**src/rtl/fetch_queue.sv**
```systemverilog
// fetch_queue: decoupling FIFO between fetch and decode.
// Holds {pc, pc+4, inst, prediction, trap packet} per entry and presents the
// oldest entry to decode. A fetch-side trap locks further enqueues until the
// redirect flush that the trap will eventually cause.

package fetch_queue_pkg;
  typedef logic [31:0] inst_t;

  typedef struct packed {
    logic        valid;
    logic [3:0]  cause;
    logic [31:0] tval;
  } trap_req_t;

  localparam logic [3:0] CAUSE_INST_MISALIGNED    = 4'd0;
  localparam logic [3:0] CAUSE_INST_ACCESS_FAULT  = 4'd1;
  localparam logic [3:0] CAUSE_ILLEGAL_INST       = 4'd2;
endpackage

module fetch_queue
  import fetch_queue_pkg::*;
#(
  parameter int DEPTH = 4,
  parameter int CNT_W = $clog2(DEPTH) + 1
) (
  input  logic             clk,
  input  logic             start,
  input  logic             enq_valid,
  output logic             enq_ready,
  input  logic [31:0]      pc_f,
  input  logic [31:0]      pcplus4_f,
  input  inst_t            inst_f,
  input  logic             pred_taken_f,
  input  trap_req_t        trap_req_f,
  input  logic             flush,
  output logic             deq_valid,
  input  logic             deq_ready,
  output logic [31:0]      pc_d,
  output logic [31:0]      pcplus4_d,
  output inst_t            inst_d,
  output logic             pred_taken_d,
  output trap_req_t        trap_req_d,
  output logic [CNT_W-1:0] count
);

  localparam int PTR_W = $clog2(DEPTH);
  localparam logic [CNT_W-1:0] FULL_CNT = CNT_W'(DEPTH);

  typedef struct packed {
    logic [31:0] pc;
    logic [31:0] pcplus4;
    inst_t       inst;
    logic        pred_taken;
    trap_req_t   trap_req;
  } entry_t;

  entry_t           entry_mem [DEPTH];
  entry_t           head_entry;

  logic [PTR_W-1:0] head_reg, head_next;
  logic [PTR_W-1:0] tail_reg, tail_next;
  logic [CNT_W-1:0] count_reg, count_next;
  logic             trap_lock_reg, trap_lock_next;
  logic             do_enq, do_deq;

  // Handshake decode: both ready/valid come only from registered state.
  always_comb begin
    enq_ready = start & ~trap_lock_reg & (count_reg != FULL_CNT);
    deq_valid = (count_reg != '0);
    do_enq    = enq_valid & enq_ready & ~flush;
    do_deq    = deq_valid & deq_ready & ~flush;
  end

  // Next-state for pointers, occupancy and trap lock; flush overrides all.
  always_comb begin
    head_next      = head_reg;
    tail_next      = tail_reg;
    count_next     = count_reg;
    trap_lock_next = trap_lock_reg;
    if (flush) begin
      head_next      = '0;
      tail_next      = '0;
      count_next     = '0;
      trap_lock_next = 1'b0;
    end else begin
      if (do_enq) tail_next = tail_reg + PTR_W'(1);
      if (do_deq) head_next = head_reg + PTR_W'(1);
      case ({do_enq, do_deq})
        2'b10:   count_next = count_reg + CNT_W'(1);
        2'b01:   count_next = count_reg - CNT_W'(1);
        default: count_next = count_reg;
      endcase
      if (do_enq && trap_req_f.valid) trap_lock_next = 1'b1;
    end
  end

  // Control state register; start low empties the queue immediately.
  always_ff @(posedge clk or negedge start) begin
    if (!start) begin
      head_reg      <= '0;
      tail_reg      <= '0;
      count_reg     <= '0;
      trap_lock_reg <= 1'b0;
    end else begin
      head_reg      <= head_next;
      tail_reg      <= tail_next;
      count_reg     <= count_next;
      trap_lock_reg <= trap_lock_next;
    end
  end

  // Entry storage: written at tail on enqueue, never cleared.
  always_ff @(posedge clk) begin
    if (do_enq) begin
      entry_mem[tail_reg] <= '{pc:         pc_f,
                               pcplus4:    pcplus4_f,
                               inst:       inst_f,
                               pred_taken: pred_taken_f,
                               trap_req:   trap_req_f};
    end
  end

  // Head read is combinational (no bypass); outputs read zero when empty.
  always_comb begin
    head_entry = deq_valid ? entry_mem[head_reg] : '0;
    pc_d         = head_entry.pc;
    pcplus4_d    = head_entry.pcplus4;
    inst_d       = head_entry.inst;
    pred_taken_d = head_entry.pred_taken;
    trap_req_d   = head_entry.trap_req;
    count        = count_reg;
  end

endmodule

```
**config.mk**
```make
export PLATFORM = sky130hd
export DESIGN_NAME = fetch_queue
export DESIGN_NICKNAME = d
export VERILOG_FILES = /design/src/rtl/fetch_queue.sv
export SDC_FILE = /design/constraint.sdc
export NUM_CORES = 1
export LEC_CHECK = 0
export CAP_MARGIN = 30
export CORE_AREA = 4 4 238 263
export DETAILED_ROUTE_END_ITERATION = 16
export DIE_AREA = 0 0 242 267
export GPL_TIMING_DRIVEN = 1
export SYNTH_ARGS = -nofsm -noshare
export SYNTH_HDL_FRONTEND = slang
export SYNTH_SLANG_ARGS = --single-unit
```
**constraint.sdc**
```tcl
create_clock -name clk -period 11.07 [get_ports clk]
set_clock_uncertainty 0.15 [all_clocks]
set_input_delay 1.107 -clock clk [delete_from_list [all_inputs] [get_ports clk]]
set_output_delay 1.107 -clock clk [all_outputs]
set_load 0.05 [all_outputs]
```
# Word-level counts from Yosys, hierarchy flattened

Memories as Yosys holds them, arrays and structs flattened.
Cells that the tools add are included.

Memory bits (writable): 536
Output and inout port bits: 139
Input port bits: 139
Memories: 1
Logic and storage cells: 37
Register bits after elaboration: 8

Memory list:

| memory    | depth | bits a word | rd ports | clocked after Yosys merged registers in | write ports | line | RTL |
|---|---|---|---|---|---|---|---|
| entry_mem | 4     | 134         | 1        | 0                                       | 1           | 57   | `entry_t entry_mem [DEPTH];` |

Equal/unequal tests: 3
Reduce and logical (&&, ||, !) cells: 6
Muxes and demuxes: 11
Add/sub/neg operators: 4
Bitwise operators: 8

Operators by type and width:

| cell                | count |
|---|---|
| $mux 134            | 1 |
| $mux 2              | 4 |
| $and 1x1->1         | 6 |
| $pmux 3 s2          | 1 |
| $reduce_bool 2->1   | 3 |
| $reduce_bool 3->1   | 2 |
| $add 2x1->2 const B | 2 |
| $mux 1              | 4 |
| $add 3x1->3 const B | 1 |
| $mux 3              | 1 |
| $ne 3x3->1 const B  | 1 |
| $sub 3x1->3 const B | 1 |
| $eq 2x1->1 const B  | 1 |
| $eq 2x2->1 const B  | 1 |
| $not 1->1           | 2 |
| $logic_and 1x1->1   | 1 |

# Logic depth before layout (Yosys ltp)

Gate-level depths: netlist of run 1.

Depth in word-level cells: 8
Mapped depth: 9
Gate-level depth less buffers: 8

# Worst setup path after synthesis of run 1

OpenSTA, ideal clock, no wires.

Path type: input-to-reg
Start point: input port enq_valid
End point: memory entry_mem[0][0] (netlist name), enable pin
Setup slack: 5.837 ns
Buffers on the path: 0
Cell stages on the path: 3
Library setup time: 0.509 ns
Data arrival time: 4.573 ns
Data required time: 10.411 ns
Cells stage by stage: nand3b_1 > nor3_1 > and2_1

Longest elaborated chain between the ends: 4

Ends and longest elaborated chain:

| item                         | line | RTL |
|---|---|---|
| start: declaration           | 28   | `input logic enq_valid,` |
| $and 1x1->1 (2 in a row)     | 70   | `do_enq = enq_valid & enq_ready & ~flush;` |
| $mux 1                       | 114  | `if (do_enq) begin` |
| $mux 1 (not written as such) | 115  | `entry_mem[tail_reg] <= '{pc: pc_f,` |
| end: declaration             | 57   |  |

Every way passes these cells.

# Worst setup path after layout of run 1

Start point: register head_reg[0]
End point: output port pc_d[28]

Longest elaborated chain between the ends: 2

Ends and longest elaborated chain:

| item                     | line | RTL |
|---|---|---|
| start: declaration       | 60   | `logic [PTR_W-1:0] head_reg, head_next;` |
| start signal: assignment | 105  | `head_reg <= head_next;` |
| $mem_v2 4x134            | --   |  |
| $mux 134                 | 125  | `head_entry = deq_valid ? entry_mem[head_reg] : '0;` |
| end: declaration         | 38   | `output logic [31:0] pc_d,` |

Every way passes these cells.

==> results of run 1 <==
==> Yosys cell counts (2+ instances only) <==
| cell type | count | area share [%] |
|---|---|---|
| and2_1 | 138 | 4.2 |
| buf_2 | 18 | 0.43 |
| buf_6 | 5 | 0.27 |
| clkbuf_1 | 22 | 0.40 |
| dfrtp_1 | 8 | 0.97 |
| edfxtp_1 | 536 | 78 |
| ha_1 | 4 | 0.24 |
| inv_1 | 3 | 0.054 |
| mux2_1 | 2 | 0.11 |
| mux2i_1 | 2 | 0.097 |
| mux4_2 | 134 | 15 |
| nand2b_1 | 2 | 0.060 |
| nor2_1 | 7 | 0.13 |
| nor2b_1 | 2 | 0.060 |
| nor3_1 | 2 | 0.048 |
| xor2_1 | 2 | 0.085 |
==> final timing paths <==
check / end / slack [ps]
setup / recovery: pc_d[28] / 5740
hold / removal: trap_lock_reg$_DFFE_PN0P_ / 370
setup reg to reg: count[2]$_DFFE_PN0P_ / 7520
hold reg to reg: trap_lock_reg$_DFFE_PN0P_ / 370
max in group asynchronous: head_reg[0]$_DFFE_PN0P_ / 9770
min in group asynchronous: trap_lock_reg$_DFFE_PN0P_ / 670
==> power by group through the flow <==
stage	sequential (mW)	clock [mW]	combinational (mW)
finish	2.38	1.81	2.59
global route	2.39	1.96	2.73
CTS	2.39	1.87	2.64
detailed placement	2.43	0	2.64
global placement	2.43	0	2.64
floorplan	2.40	0	1.79
==> critical path, delay by kind of cell (launching register included) <==
family	cells	cell delay (ps)
DFF	1	830
and+or+nand+nor	1	180
buffers and inverters	4	1840
muxes	1	550
==> cell families after synthesis <==
| logic type | count (synthesis) |
|---|---|
| adder cells (fa/ha/maj) | 5 |
| flip-flops | 544 |
| XOR/XNOR | 4 |
| AO/OA/AOI/OAI | 3 |
| buffers and inverters | 49 |
| AND/OR/NAND/NOR | 158 |
| multiplexers | 138 |
==> routing by layer <==
metal | GRT usage [%] | wire [um] | up-vias
met5 | 0 | 13 | -
met4 | 3.40 | 853 | 2
met3 | 4.71 | 3310 | 65
met2 | 23.2 | 22500 | 261
met1 | 17.0 | 18000 | 5144
li1 | - | - | 4305
==> final cells by class <==
type | count | area, sq um | area share (%)
clock buffers | 71 | 1530 | 5.85
inverters | 3 | 11.3 | 0.0430
clock inverters | 32 | 238 | 0.909
repair buffers | 293 | 2930 | 11.2
multi-input cells | 308 | 4190 | 16.0
well taps | 768 | 961 | 3.67
flip-flops and latches | 544 | 16300 | 62.3
diodes | 2 | 5.00 | 0.0191
==> per-stage QoR <==
step | cells | util [%]
2_1_floorplan | 901 | -
3_3_place_gp | 1914 | 40.7
3_5_place_dp | 1915 | 40.8
4_1_cts | 2018 | 43.7
5_1_grt | 2019 | 43.8
6_report | 2021 | 43.8
==> impl_results.md, run 1 <==
- Commonest non-fill, non-tap cells in the layout: edfxtp_1 (536), clkdlybuf4s50_1 (277), mux4_2 (134), and2_1 (134), clkbuf_16 (58)
- Max-cap violations: 0
- Fill count: just over 5000
- Mux cell area share after synthesis: about 15%
- Via Count: just under 10000
- First-pass GRT wire length: 67.5 mm
- Leak: roughly 8.1 nW
- # DRC: 0
- Clock Power Share: 26.6%
- H-tree Lvls: 2
- Commonest non-fill, non-tap cell in the layout: edfxtp_1
- Max reg flops: 536
- Startpoint Class: flip-flop
- Worst-margin pin slew: between 900 and 1000 ps
- Status: finished, final reports clean
- CP arrival: 4070 ps
- Largest family of logic cells by synthesized area: multiplexers
- DRT iter0 DRCs: about 570
- Critical path cell sequence: buf_4, buf_4, buf_16, mux4_2, and2_1, clkdlybuf4s50_1
- Clock Pin Slew Worst Setup and Hold Paths: 60 ps
- Cell area after layout: roughly 26000 sq um
- Main synth FF type: edfxtp_1
- Bufs on Longest Clock Path: 3
- Ys Warns: 0
- Final wirelength: ~45 mm
- EDFF count, synth: 536
- Num CTS Buffers: 56
- Setup Fix Bufs, Post-CTS: 0
- Final Setup Violations: 0
- Initial antenna violation count: 1
- Total power: 6.78 mW
- Synth cell types: 30
- Worst vdd ir: 0.156 mV
- Die Span Y: between 200 and 300 um
- Post-CTS Resized: 0
- Routed wire per std cell: 22.1 um
- Worst r2r path cells: 9
- Critical path fanouts, max: 42
- Hold Buf Count CTS: 0
- Part of the cycle the worst path needs: 48.1%
- Max Slew Vio Count: 0
- Dpl hpwl: about 26 mm
- Switching Share: 36.3%
- Crit path largest cell delay: 830 ps
- Min Clock Period, post-route: 5330 ps
- Synthesized flop and latch total: 544
- P_int: 4.32 mW
- Hold Vio Cnt, Final: 0
- DR pass1 iterations: 4
- TritonCTS Sinks: about 540
- Async set-reset flop share out of synthesis: 1.47%
- Synth Area in Adders: 0.338%
- Core area: 59700 sq um
- Routability Congestion: 0.672
- Critical hold path startpoint: trap_lock_reg$_DFFE_PN0P_
- Post-Place Cell Area: 24400 sq um
- Total grt overflow: 0
- Die W: 242 um
- Num rows: 94
- Worst hold path type: reg2reg
- Kind of critical path: reg2out
- Switching pwr: 2.46 mW
- Sequential share of the synthesized area: 78.6%
- Syn avg cell area: 23.0 sq um
- Layout cells sized above 1: around a fifth
- RSZ-0062 raised after global routing: no
- CP startpoint: head_reg[0]$_DFFE_PN0P_
- Boundary Pins: 278
- Reg-to-Reg Start: count[0]$_DFFE_PN0P_
- Sequential power share: 35.1%
- Number of global-route vias before repair: around 10000
- Total Neg Setup Slack: 0 ps
- Clock root buffer: clkbuf_16
- Critical Path Slowest Stage Cell: dfrtp_4
- CTS tree: yes
- Most used cell, CP: buf_4
- Cell Area, Synth: 20700 sq um
- Fmax: roughly 190 MHz
- Antenna viol nets, final: 0
- Synth Area in XOR/XNOR: less than 1%
- Area delta synth->final: 26.3%
- Final WS setup: roughly 5700 ps
- Initial core utilization: 34.7%
- Synth Area in Simple Gates: 4.73%
- Critical Path RT: 9810 ps
- Min-Delay Path Depth: 2
- Worst skew pair latency: 590 ps
- Post-layout nets: ~1400
- DR vias/cell: 4.84
- Worst slack, placed: between 5000 and 6000 ps
- Die footprint: 64600 sq um
- Hold_ws: 373 ps
- GRT Total Usage: 13.7%
- PortBufs: 277
- Mapped Nets: around 1000
- Compound-Gate Fraction of Synth Area: 0.139%
- Pin count of the biggest net entering global routing: 85
- Post-synthesis cell count: 901
- CP Capture Type: output port
- Slew HR: 37.0%
- Pwr Density: between 200 and 300 nW/um^2
- Comb power frac: 38.2%
Note: power is estimated with default switching activity, not from simulation.
==> run 2: changes to the inputs <==
clock period = 5.3 ns   (was 11.07 ns; I/O delays follow)
==> run 2 against run 1 <==
Net effect:
- die area unchanged
- sequential share of layout area fell by 0.51 points
- clock power grew 120%
- critical path type unchanged
- critical endpoint is now trap_req_d[23]
- largest cell class unchanged
- largest power group unchanged
==> impl_results.md, run 2 (synthesis gave the netlist of run 1 again) <==
- Cell area after layout: 26400 sq um (+0.83%)
- Pwr Density: 543 nW/um^2 (+110%)
- Layout cells sized above 1: 19.4% (+0.40 points)
- Routability Congestion: 0.673 (about the same)
- Critical Path RT: 4620 ps (-5190 ps)
- Worst vdd ir: 0.396 mV (+150%)
- Worst skew pair latency: 590 ps (about the same)
- CTS tree: yes
- Clock Power Share: 27.4% (+0.8 points)
- Die Span Y: 267 um (unchanged)
- # DRC: 0 (unchanged)
- CP arrival: 3390 ps (-680 ps)
- Commonest non-fill, non-tap cell in the layout: edfxtp_1
- Critical path fanouts, max: 33 (-21%)
- Die footprint: 64600 sq um (unchanged)
- Max reg flops: 536 (unchanged)
- Crit path largest cell delay: 880 ps (+50 ps)
- Startpoint Class: flip-flop
- Clock Pin Slew Worst Setup and Hold Paths: 60 ps (about the same)
- Reg-to-Reg Start: trap_lock_reg$_DFFE_PN0P_
- Commonest non-fill, non-tap cells in the layout: edfxtp_1 (536), clkdlybuf4s50_1 (277), mux4_2 (134), and2_1 (134), clkbuf_16 (61)
- Status: finished, final reports clean
- Initial core utilization: 34.7% (unchanged)
- DRT iter0 DRCs: 528 (-7.2%)
- GRT Total Usage: 13.8% (+0.074 points)
- Hold Vio Cnt, Final: 0 (unchanged)
- CP Capture Type: output port
- Num CTS Buffers: 58 (+3.6%)
- Post-CTS Resized: 0 (unchanged)
- Final WS setup: 1230 ps (-4520 ps)
- Post-Place Cell Area: 24500 sq um (+0.63%)
- Core area: 59700 sq um (unchanged)
- Post-layout nets: 1353 (+0.22%)
- Max Slew Vio Count: 0 (unchanged)
- Final Setup Violations: 0 (unchanged)
- TritonCTS Sinks: 544 (unchanged)
- CP bufs+invs: 2 (-2)
- Max-cap violations: 0 (unchanged)
- Min Clock Period, post-route: 4070 ps
- Number of global-route vias before repair: 10780 (+2.7%)
- Total grt overflow: 0 (unchanged)
- Worst slack, placed: 1370 ps (-4460 ps)
- Area delta synth->final: 27.3%
- Antenna viol nets, final: 0 (unchanged)
- Part of the cycle the worst path needs: 76.9%
- Worst-margin pin slew: 697 ps (-248 ps)
- CP top delay family: buffers and inverters
- H-tree Lvls: 2 (unchanged)
- Fill count: 5125 (-0.29%)
- Leak: 8.22 nW (+0.93%)
- Routed wire per std cell: 22.0 um (-0.46%)
- Slew HR: 53.5% (+17 points)
- Kind of critical path: reg2out
- Die W: 242 um (unchanged)
- PortBufs: 277 (unchanged)
- Boundary Pins: 278 (unchanged)
- Critical Path Slowest Stage Cell: dfrtp_4
- Hold Buf Count CTS: 0 (unchanged)
- Final wirelength: 44.5 mm (-0.31%)
- RSZ-0062 raised after global routing: no
- Clock root buffer: clkbuf_16
- Pin count of the biggest net entering global routing: 81 (-4.7%)
- CP startpoint: head_reg[0]$_DFFE_PN0P_
- Switching Share: 35.8% (-0.41 points)
- Switching pwr: 5.13 mW (+110%)
- Comb power frac: 38.0% (-0.2 points)
- Bufs on Longest Clock Path: 3 (unchanged)
- First-pass GRT wire length: 67.7 mm (+0.35%)
- Total Neg Setup Slack: 0 ps (unchanged)
- Fin util: 44.2% (+0.36 points)
- Num rows: 94 (unchanged)
- Dpl hpwl: 26.5 mm (+2.1%)
- DR pass1 iterations: 4 (unchanged)
- ANT cells: 0 (-2)
- Fmax: 245 MHz
- Sequential power share: 34.6% (-0.5 points)
- Via Count: 9803 (+0.27%)
- Setup Fix Bufs, Post-CTS: 0 (unchanged)
- P_int: 9.19 mW (+110%)
- Initial antenna violation count: 4 (+3)
- Worst hold path type: in2async
- Critical path cell sequence: buf_4, mux4_2, and2_1, clkdlybuf4s50_1
- DR vias/cell: 4.84 (+0.12%)
[run 2: cell count changes in the layout (fill, tap and decap cells not counted), sizes merged]
cell / change
clkbuf: +8
buf: +1
clkinv: -7
diode: -2
inv: +2
bufinv: +1
[run 2: power by group through the flow]
stage | Combinational (mW) | Sequential, mW | Clock [mW]
after detailed placement | 5.55 | 5.06 | 0
after global routing | 5.75 | 4.98 | 4.24
after floorplan | 3.73 | 5.02 | 0
after CTS | 5.57 | 4.97 | 4.05
final | 5.44 | 4.96 | 3.92
after global placement | 5.55 | 5.06 | 0
[run 2: cell type report]
cell class / count / area [sq um] / share of cell area (%)
Clock buffer: 79 / 1610 / 6.12
Tap cell: 768 / 961 / 3.64
Clock inverter: 28 / 251 / 0.953
Multi-Input combinational cell: 308 / 4190 / 15.9
Inverter: 3 / 11.3 / 0.0427
Sequential cell: 544 / 16300 / 61.8
Timing Repair Buffer: 294 / 3050 / 11.6
[run 2: path summary, 6_finish.rpt]
path	endpoint	slack, ps	cells after the start
setup / recovery	trap_req_d[23]	1230	4
setup reg to reg	entry_mem[2][43]$_DFFE_PP_	2430	4
hold reg to reg	trap_lock_reg$_DFFE_PN0P_	390	2
max in group asynchronous	head_reg[0]$_DFFE_PN0P_	4570	1
hold / removal	head_reg[1]$_DFFE_PN0P_	90	1
min in group clk	trap_lock_reg$_DFFE_PN0P_	390	2
[run 2: metal layers]
layer | track usage, % | wire length [um] | vias to the layer above
met3 | 4.04 | 2990 | 68
met4 | 3.22 | 808 | 6
met2 | 23.6 | 22400 | 280
li1 | - | - | 4319
met1 | 17.4 | 18200 | 5130
met5 | 0 | 41 | -
[run 2: per-stage QoR]
step / power [mW] / std cells / hold slack (ps)
floorplan: 8.75 / 901 / 84.4
global placement: 10.6 / 1917 / 358
detailed placement: 10.6 / 1917 / 369
CTS: 14.6 / 2024 / 54.5
global route: 15.0 / 2024 / 78.0
finish: 14.3 / 2024 / 93.7
